## config.mk

```make
export PLATFORM = sky130hd
export DESIGN_NAME = soc_addr_decoder
export DESIGN_NICKNAME = d
export VERILOG_FILES = /design/src/rtl/soc_addr_rules_pkg.sv /design/src/rtl/soc_err_slave.sv /design/src/rtl/soc_addr_decoder.sv
export SDC_FILE = /design/constraint.sdc
export NUM_CORES = 1
export LEC_CHECK = 0
export ABC_AREA = 1
export BUFFER_PORTS_ARGS = -buffer_cell sky130_fd_sc_hd__buf_2
export CORE_AREA = 2 2 98 100
export CTS_CLUSTER_DIAMETER = 200
export CTS_CLUSTER_SIZE = 14
export DETAILED_ROUTE_END_ITERATION = 8
export DIE_AREA = 0 0 100 102
export GPL_TIMING_DRIVEN = 0
export HOLD_SLACK_MARGIN = 0.08
export MAX_ROUTING_LAYER = met4
export PLACE_DENSITY = 0.57
export SYNTH_ARGS = -nofsm -noshare
export SYNTH_HDL_FRONTEND = slang
export SYNTH_SLANG_ARGS = --single-unit
```

## constraint.sdc

```tcl
create_clock -name clk_i -period 2.2 [get_ports clk_i]
set_input_delay 0.22 -clock clk_i [delete_from_list [all_inputs] [get_ports clk_i]]
set_output_delay 0.22 -clock clk_i [all_outputs]
set_load 0.03 [all_outputs]
```

## src/rtl/soc_addr_rules_pkg.sv

```systemverilog
// Address-map types, the default SoC map and the range-match helper shared by
// the address decoder and anything else that needs the region rules.
package soc_addr_rules_pkg;

  typedef logic [31:0] addr_t;

  // start_addr is inclusive, end_addr is exclusive
  typedef struct packed {
    addr_t start_addr;
    addr_t end_addr;
  } addr_rule_t;

  localparam addr_rule_t ROM_ADDR_RULE = '{
    start_addr: 32'h3000_0000,
    end_addr:   32'h3000_0400
  };

  localparam addr_rule_t INST_SRAM_ADDR_RULE = '{
    start_addr: 32'h2000_0000,
    end_addr:   32'h2000_2000
  };

  localparam int SOC_N_SLV = 2;

  // index 0 = boot ROM, index 1 = instruction SRAM
  localparam addr_rule_t [SOC_N_SLV-1:0] SOC_ADDR_MAP = {INST_SRAM_ADDR_RULE, ROM_ADDR_RULE};

  function automatic logic addr_match(addr_t a, addr_rule_t r);
    return (a >= r.start_addr) && (a < r.end_addr);
  endfunction

endpackage

```

## src/rtl/soc_err_slave.sv

```systemverilog
// Internal responder for unmapped accesses: grants immediately and answers
// exactly one cycle after each handshake, one response per cycle.
// SOC_ADDR_DEC_ERR_RESP_EN: when defined the response carries err_o=1,
// otherwise the access is silently absorbed (err_o=0).
module soc_err_slave (
  input  logic clk_i,
  input  logic rst_ni,
  input  logic req_i,
  output logic gnt_o,
  output logic rvalid_o,
  output logic err_o
);

`ifdef SOC_ADDR_DEC_ERR_RESP_EN
  localparam logic ERR_EN = 1'b1;
`else
  localparam logic ERR_EN = 1'b0;
`endif

  logic pending;

  // the decoder only raises req_i when issue is allowed, so grant is unconditional
  assign gnt_o = 1'b1;

  // remember a handshake so it is answered on the following cycle
  always_ff @(posedge clk_i) begin
    if (!rst_ni) pending <= 1'b0;
    else         pending <= req_i & gnt_o;
  end

  assign rvalid_o = pending;
  assign err_o    = pending & ERR_EN;

endmodule

```

## src/rtl/soc_addr_decoder.sv

```systemverilog
// Single-master, N-slave OBI-style address decoder. Requests are routed by an
// N-entry address map (lowest matching index wins); unmapped addresses go to an
// internal error responder. Outstanding transactions are restricted to one
// target at a time so responses come back in order without reorder storage.
// SOC_ADDR_DEC_ERR_RESP_EN selects whether unmapped accesses report err_o=1.
module soc_addr_decoder
  import soc_addr_rules_pkg::*;
#(
  parameter int                         N_SLV           = 2,
  parameter int                         MAX_OUTSTANDING = 2,
  parameter addr_rule_t [N_SLV-1:0]     ADDR_MAP        = SOC_ADDR_MAP
) (
  input  logic                          clk_i,
  input  logic                          rst_ni,
  // master side
  input  logic                          req_i,
  output logic                          gnt_o,
  input  logic [31:0]                   addr_i,
  input  logic                          we_i,
  input  logic [3:0]                    be_i,
  input  logic [31:0]                   wdata_i,
  output logic                          rvalid_o,
  output logic [31:0]                   rdata_o,
  output logic                          err_o,
  // slave side
  output logic [N_SLV-1:0]              slv_req_o,
  input  logic [N_SLV-1:0]              slv_gnt_i,
  output logic [31:0]                   slv_addr_o,
  output logic                          slv_we_o,
  output logic [3:0]                    slv_be_o,
  output logic [31:0]                   slv_wdata_o,
  input  logic [N_SLV-1:0]              slv_rvalid_i,
  input  logic [N_SLV-1:0][31:0]        slv_rdata_i,
  input  logic [N_SLV-1:0]              slv_err_i
);

  localparam int TGT_W = $clog2(N_SLV + 1);
  localparam int CNT_W = $clog2(MAX_OUTSTANDING + 1);
  localparam logic [TGT_W-1:0] ERR_TGT = TGT_W'(N_SLV);
  localparam logic [CNT_W-1:0] CNT_MAX = CNT_W'(MAX_OUTSTANDING);

  logic [CNT_W-1:0] cnt;
  logic [TGT_W-1:0] tgt;
  logic [TGT_W-1:0] dec;
  logic             issue_ok;
  logic             hs;
  logic             err_req, err_gnt, err_rvalid, err_err;

  assign slv_addr_o  = addr_i;
  assign slv_we_o    = we_i;
  assign slv_be_o    = be_i;
  assign slv_wdata_o = wdata_i;

  // priority decode: scan downwards so the lowest matching index wins
  always_comb begin
    dec = ERR_TGT;
    for (int i = N_SLV - 1; i >= 0; i--)
      if (addr_match(addr_i, ADDR_MAP[i])) dec = TGT_W'(i);
  end

  // issue uses the registered count, so a new target waits until cnt has
  // actually drained to zero (the cycle after the last response)
  assign issue_ok = (cnt == '0) || ((cnt < CNT_MAX) && (dec == tgt));

  // route the request and its grant to/from the decoded target
  always_comb begin
    slv_req_o = '0;
    gnt_o     = 1'b0;
    err_req   = 1'b0;
    if (issue_ok) begin
      if (dec == ERR_TGT) begin
        err_req = req_i;
        gnt_o   = err_gnt;
      end
      for (int i = 0; i < N_SLV; i++) begin
        if (dec == TGT_W'(i)) begin
          slv_req_o[i] = req_i;
          gnt_o        = slv_gnt_i[i];
        end
      end
    end
  end

  // return the response of the outstanding target; anything while idle is dropped
  always_comb begin
    rvalid_o = 1'b0;
    rdata_o  = '0;
    err_o    = 1'b0;
    if (cnt != '0) begin
      if (tgt == ERR_TGT) begin
        rvalid_o = err_rvalid;
        err_o    = err_err;
      end
      for (int i = 0; i < N_SLV; i++) begin
        if (tgt == TGT_W'(i)) begin
          rvalid_o = slv_rvalid_i[i];
          rdata_o  = slv_rvalid_i[i] ? slv_rdata_i[i] : '0;
          err_o    = slv_rvalid_i[i] & slv_err_i[i];
        end
      end
    end
  end

  assign hs = req_i & gnt_o;

  // outstanding count and target; handshake plus response in one cycle nets to zero
  always_ff @(posedge clk_i) begin
    if (!rst_ni) begin
      cnt <= '0;
      tgt <= '0;
    end else begin
      if (hs) tgt <= dec;
      case ({hs, rvalid_o})
        2'b10:   cnt <= cnt + CNT_W'(1);
        2'b01:   cnt <= cnt - CNT_W'(1);
        default: cnt <= cnt;
      endcase
    end
  end

  soc_err_slave u_err_slave (
    .clk_i    (clk_i),
    .rst_ni   (rst_ni),
    .req_i    (err_req),
    .gnt_o    (err_gnt),
    .rvalid_o (err_rvalid),
    .err_o    (err_err)
  );

endmodule
```

==> metrics <==
Hold Violations, Final 0; crit-path most repeated cell nand2_1; hold path depth 3; flop-to-flop setup slack ~0.25 ns; core area ~9100 µm²; WS Path Type reg2out; RR Endpoint cnt[1]$_SDFFE_PN0P_; slowest CP cell dfxtp_2; Ports approximately 250; starting density of the core 0.165; unrepaired setup endpoints after global routing false; Worst path max stage delay ~0.34 ns; Final Core Density 0.301; max-cap viol count 0; Clock Tree Root clkbuf_8; die footprint approximately 10000 µm²; crit path buf inv count 4; Worst setup EP type primary output; gr ovfl total 0; Hold Crit Class in2reg; worst r2r src tgt[1]$_SDFFE_PN0P_; number of buffers created by CTS 3; initial antenna violation count 0; CTS tree built; largest net degree at the start of global routing 11; fmax 487 MHz; Slew Limit Fails 0; critical path data arrival time 1.83 ns; PD cells 571 nW/µm²; Seq/Total Area, Yosys 0.0665; Iter 0 DRT Violations 26; crit share post-route 0.933; minimum clock period after layout 2.05 ns; Worst path depth 8; Avg Cell Area, Syn 5.60 µm²; Post-layout nets between 600 and 700; routability cong. 0.714; I/O Buffers 200; drt wl/cell 10.3 µm; DRC 0; antenna cell count 0; vias in the first global route 1873; deepest clock path buffer count 2; Post-Syn Instances about 270; commonest cells after routing, fill and taps aside buf_2 (200), nand2_1 (78), buf_4 (72); DP Area 2650 µm²; final setup TNS 0 ns; worst setup path endpoint rdata_o[25]; Area growth, synth to finish 82.1%; final setup fails 0; via/cell ratio 3.93; Max FO, Critical Path 10; skew final 0.000386 ns; Clock Sink Count 5; Total GRT Usage 0.0982; row count 35; CP top delay family buffers and inverters; R2R cell count 11; Critical path origin tgt[1]$_SDFFE_PN0P_; Lkg Pwr 1.60 nW; Critical Path, Cell by Cell inv_1, nand2_1, nor2_4, buf_4, clkbuf_2, nand2_1, a21oi_1, buf_2; Clock Latency Late Sink 0.21 ns; Total Wirelength just over 6 mm; Die W ~100 µm; Worst Path Required 1.98 ns; Hold Worst Slack roughly 0.24 ns; worst-margin pin slew 0.449 ns; Final Power 1.56 mW; DP HPWL approximately 5.5 mm; Max VDD drop 0.000178 V; first-pass GRT wire length 8.02 mm; DR pass1 iterations 4; status finished clean; Worst slew margin 0.701; Syn Nets 412; most common cell after layout, fill and taps aside buf_2; Die Height 102 µm; Synthesis Warnings 0; synth unique cells 24; Clk pin slew, worst setup/hold paths 0.03 ns; Final Instance Area between 2000 and 3000 µm²; Clock H-tree levels 1; Synth Cell Area approximately 1500 µm²; routed via count 2304; fraction of layout cells with a size suffix above 1 0.627; antenna-violating nets left 0; flop and latch count out of synthesis 5; CP startpoint kind flip-flop
stage by stage:
step | std cells | worst slack, ns
after floorplan | 269 | 0.0555
after global placement | 580 | -0.408
after detailed placement | 580 | -0.446
after CTS | 584 | 0.0206
after global routing | 586 | 0.000651
final | 586 | 0.148
worst min-delay path, cell delays in order:
cell     delay [ns]
buf_2          0.11
nand2_1        0.06
nor2_1         0.03
power breakdown:
group | internal, mW | total, mW | switching (mW)
combinational | 0.413 | 1.26 | 0.844
clock | 0.124 | 0.165 | 0.0407
sequential | 0.118 | 0.142 | 0.0235
total | 0.656 | 1.56 | 0.908
sequential cells by signal, indices dropped and copies added, names as in the netlist:
signal and cells:
cnt 2, tgt 2, u_err_slave.rvalid_o 1
kinds of logic after synthesis:
logic type               synth area share
adder cells (fa/ha/maj)           0.00831
flip-flops                         0.0665
XOR/XNOR                          0.00582
buffers and inverters               0.414
AND/OR/NAND/NOR                     0.352
AO/OA/AOI/OAI                       0.154
what timing repair did:
action	4_1_cts	5_1_grt
endpoints found under the setup margin	33	17
gates cloned	0	0
pin swaps	0	1
hold buffers	0	0
endpoints found under the hold margin	0	0
resized for setup	8	10
setup buffers	0	2
synthesized netlist by cell type:
library cell	n	share of area
clkbuf_1	9	0.022
nor3_2	1	0.0067
a21oi_1	35	0.12
ha_1	1	0.0083
nand4_1	4	0.017
nand3_4	1	0.012
nand3_2	1	0.0067
inv_2	2	0.0050
and3_1	1	0.0042
nor3_1	4	0.013
o22ai_1	1	0.0042
nor2_4	1	0.0075
nand3_1	6	0.020
a31o_2	1	0.0058
nor2_2	2	0.0083
nor2_1	20	0.050
nand2_2	3	0.012
o21ai_0	5	0.017
inv_1	17	0.042
dfxtp_1	5	0.067
o21ai_4	1	0.011
buf_4	69	0.34
xor2_1	1	0.0058
nand2_1	78	0.19
per-layer routing:
metal  up-vias  track usage  routed length (µm)  part of all wire
met3         0       0.0150                 531             0.088
met4         0      0.00421                   0                 0
met2       112        0.199                3370              0.56
li1       1195            -                   -                 -
met5         -            -                   0                 0
met1       997        0.105                2160              0.36
how the worst min path moves through the flow:
stage                     endpoint  startpoint
2_1_floorplan  tgt[1]$_SDFFE_PN0P_      rst_ni
3_3_place_gp   tgt[1]$_SDFFE_PN0P_      rst_ni
3_5_place_dp   tgt[1]$_SDFFE_PN0P_      rst_ni
4_1_cts        tgt[1]$_SDFFE_PN0P_      rst_ni
5_1_grt        tgt[1]$_SDFFE_PN0P_      rst_ni
6_report       tgt[1]$_SDFFE_PN0P_      rst_ni
area by class of cell:
class	count	area, µm²
Timing Repair Buffer	202	1020
Tap cell	111	139
Inverter	19	71.3
Clock buffer	4	45.0
Multi-Input combinational cell	167	810
Buffer	78	559
Fill cell	1029	6370
Sequential cell	5	101
No activity file was read; power rests on OpenSTA's default activity.
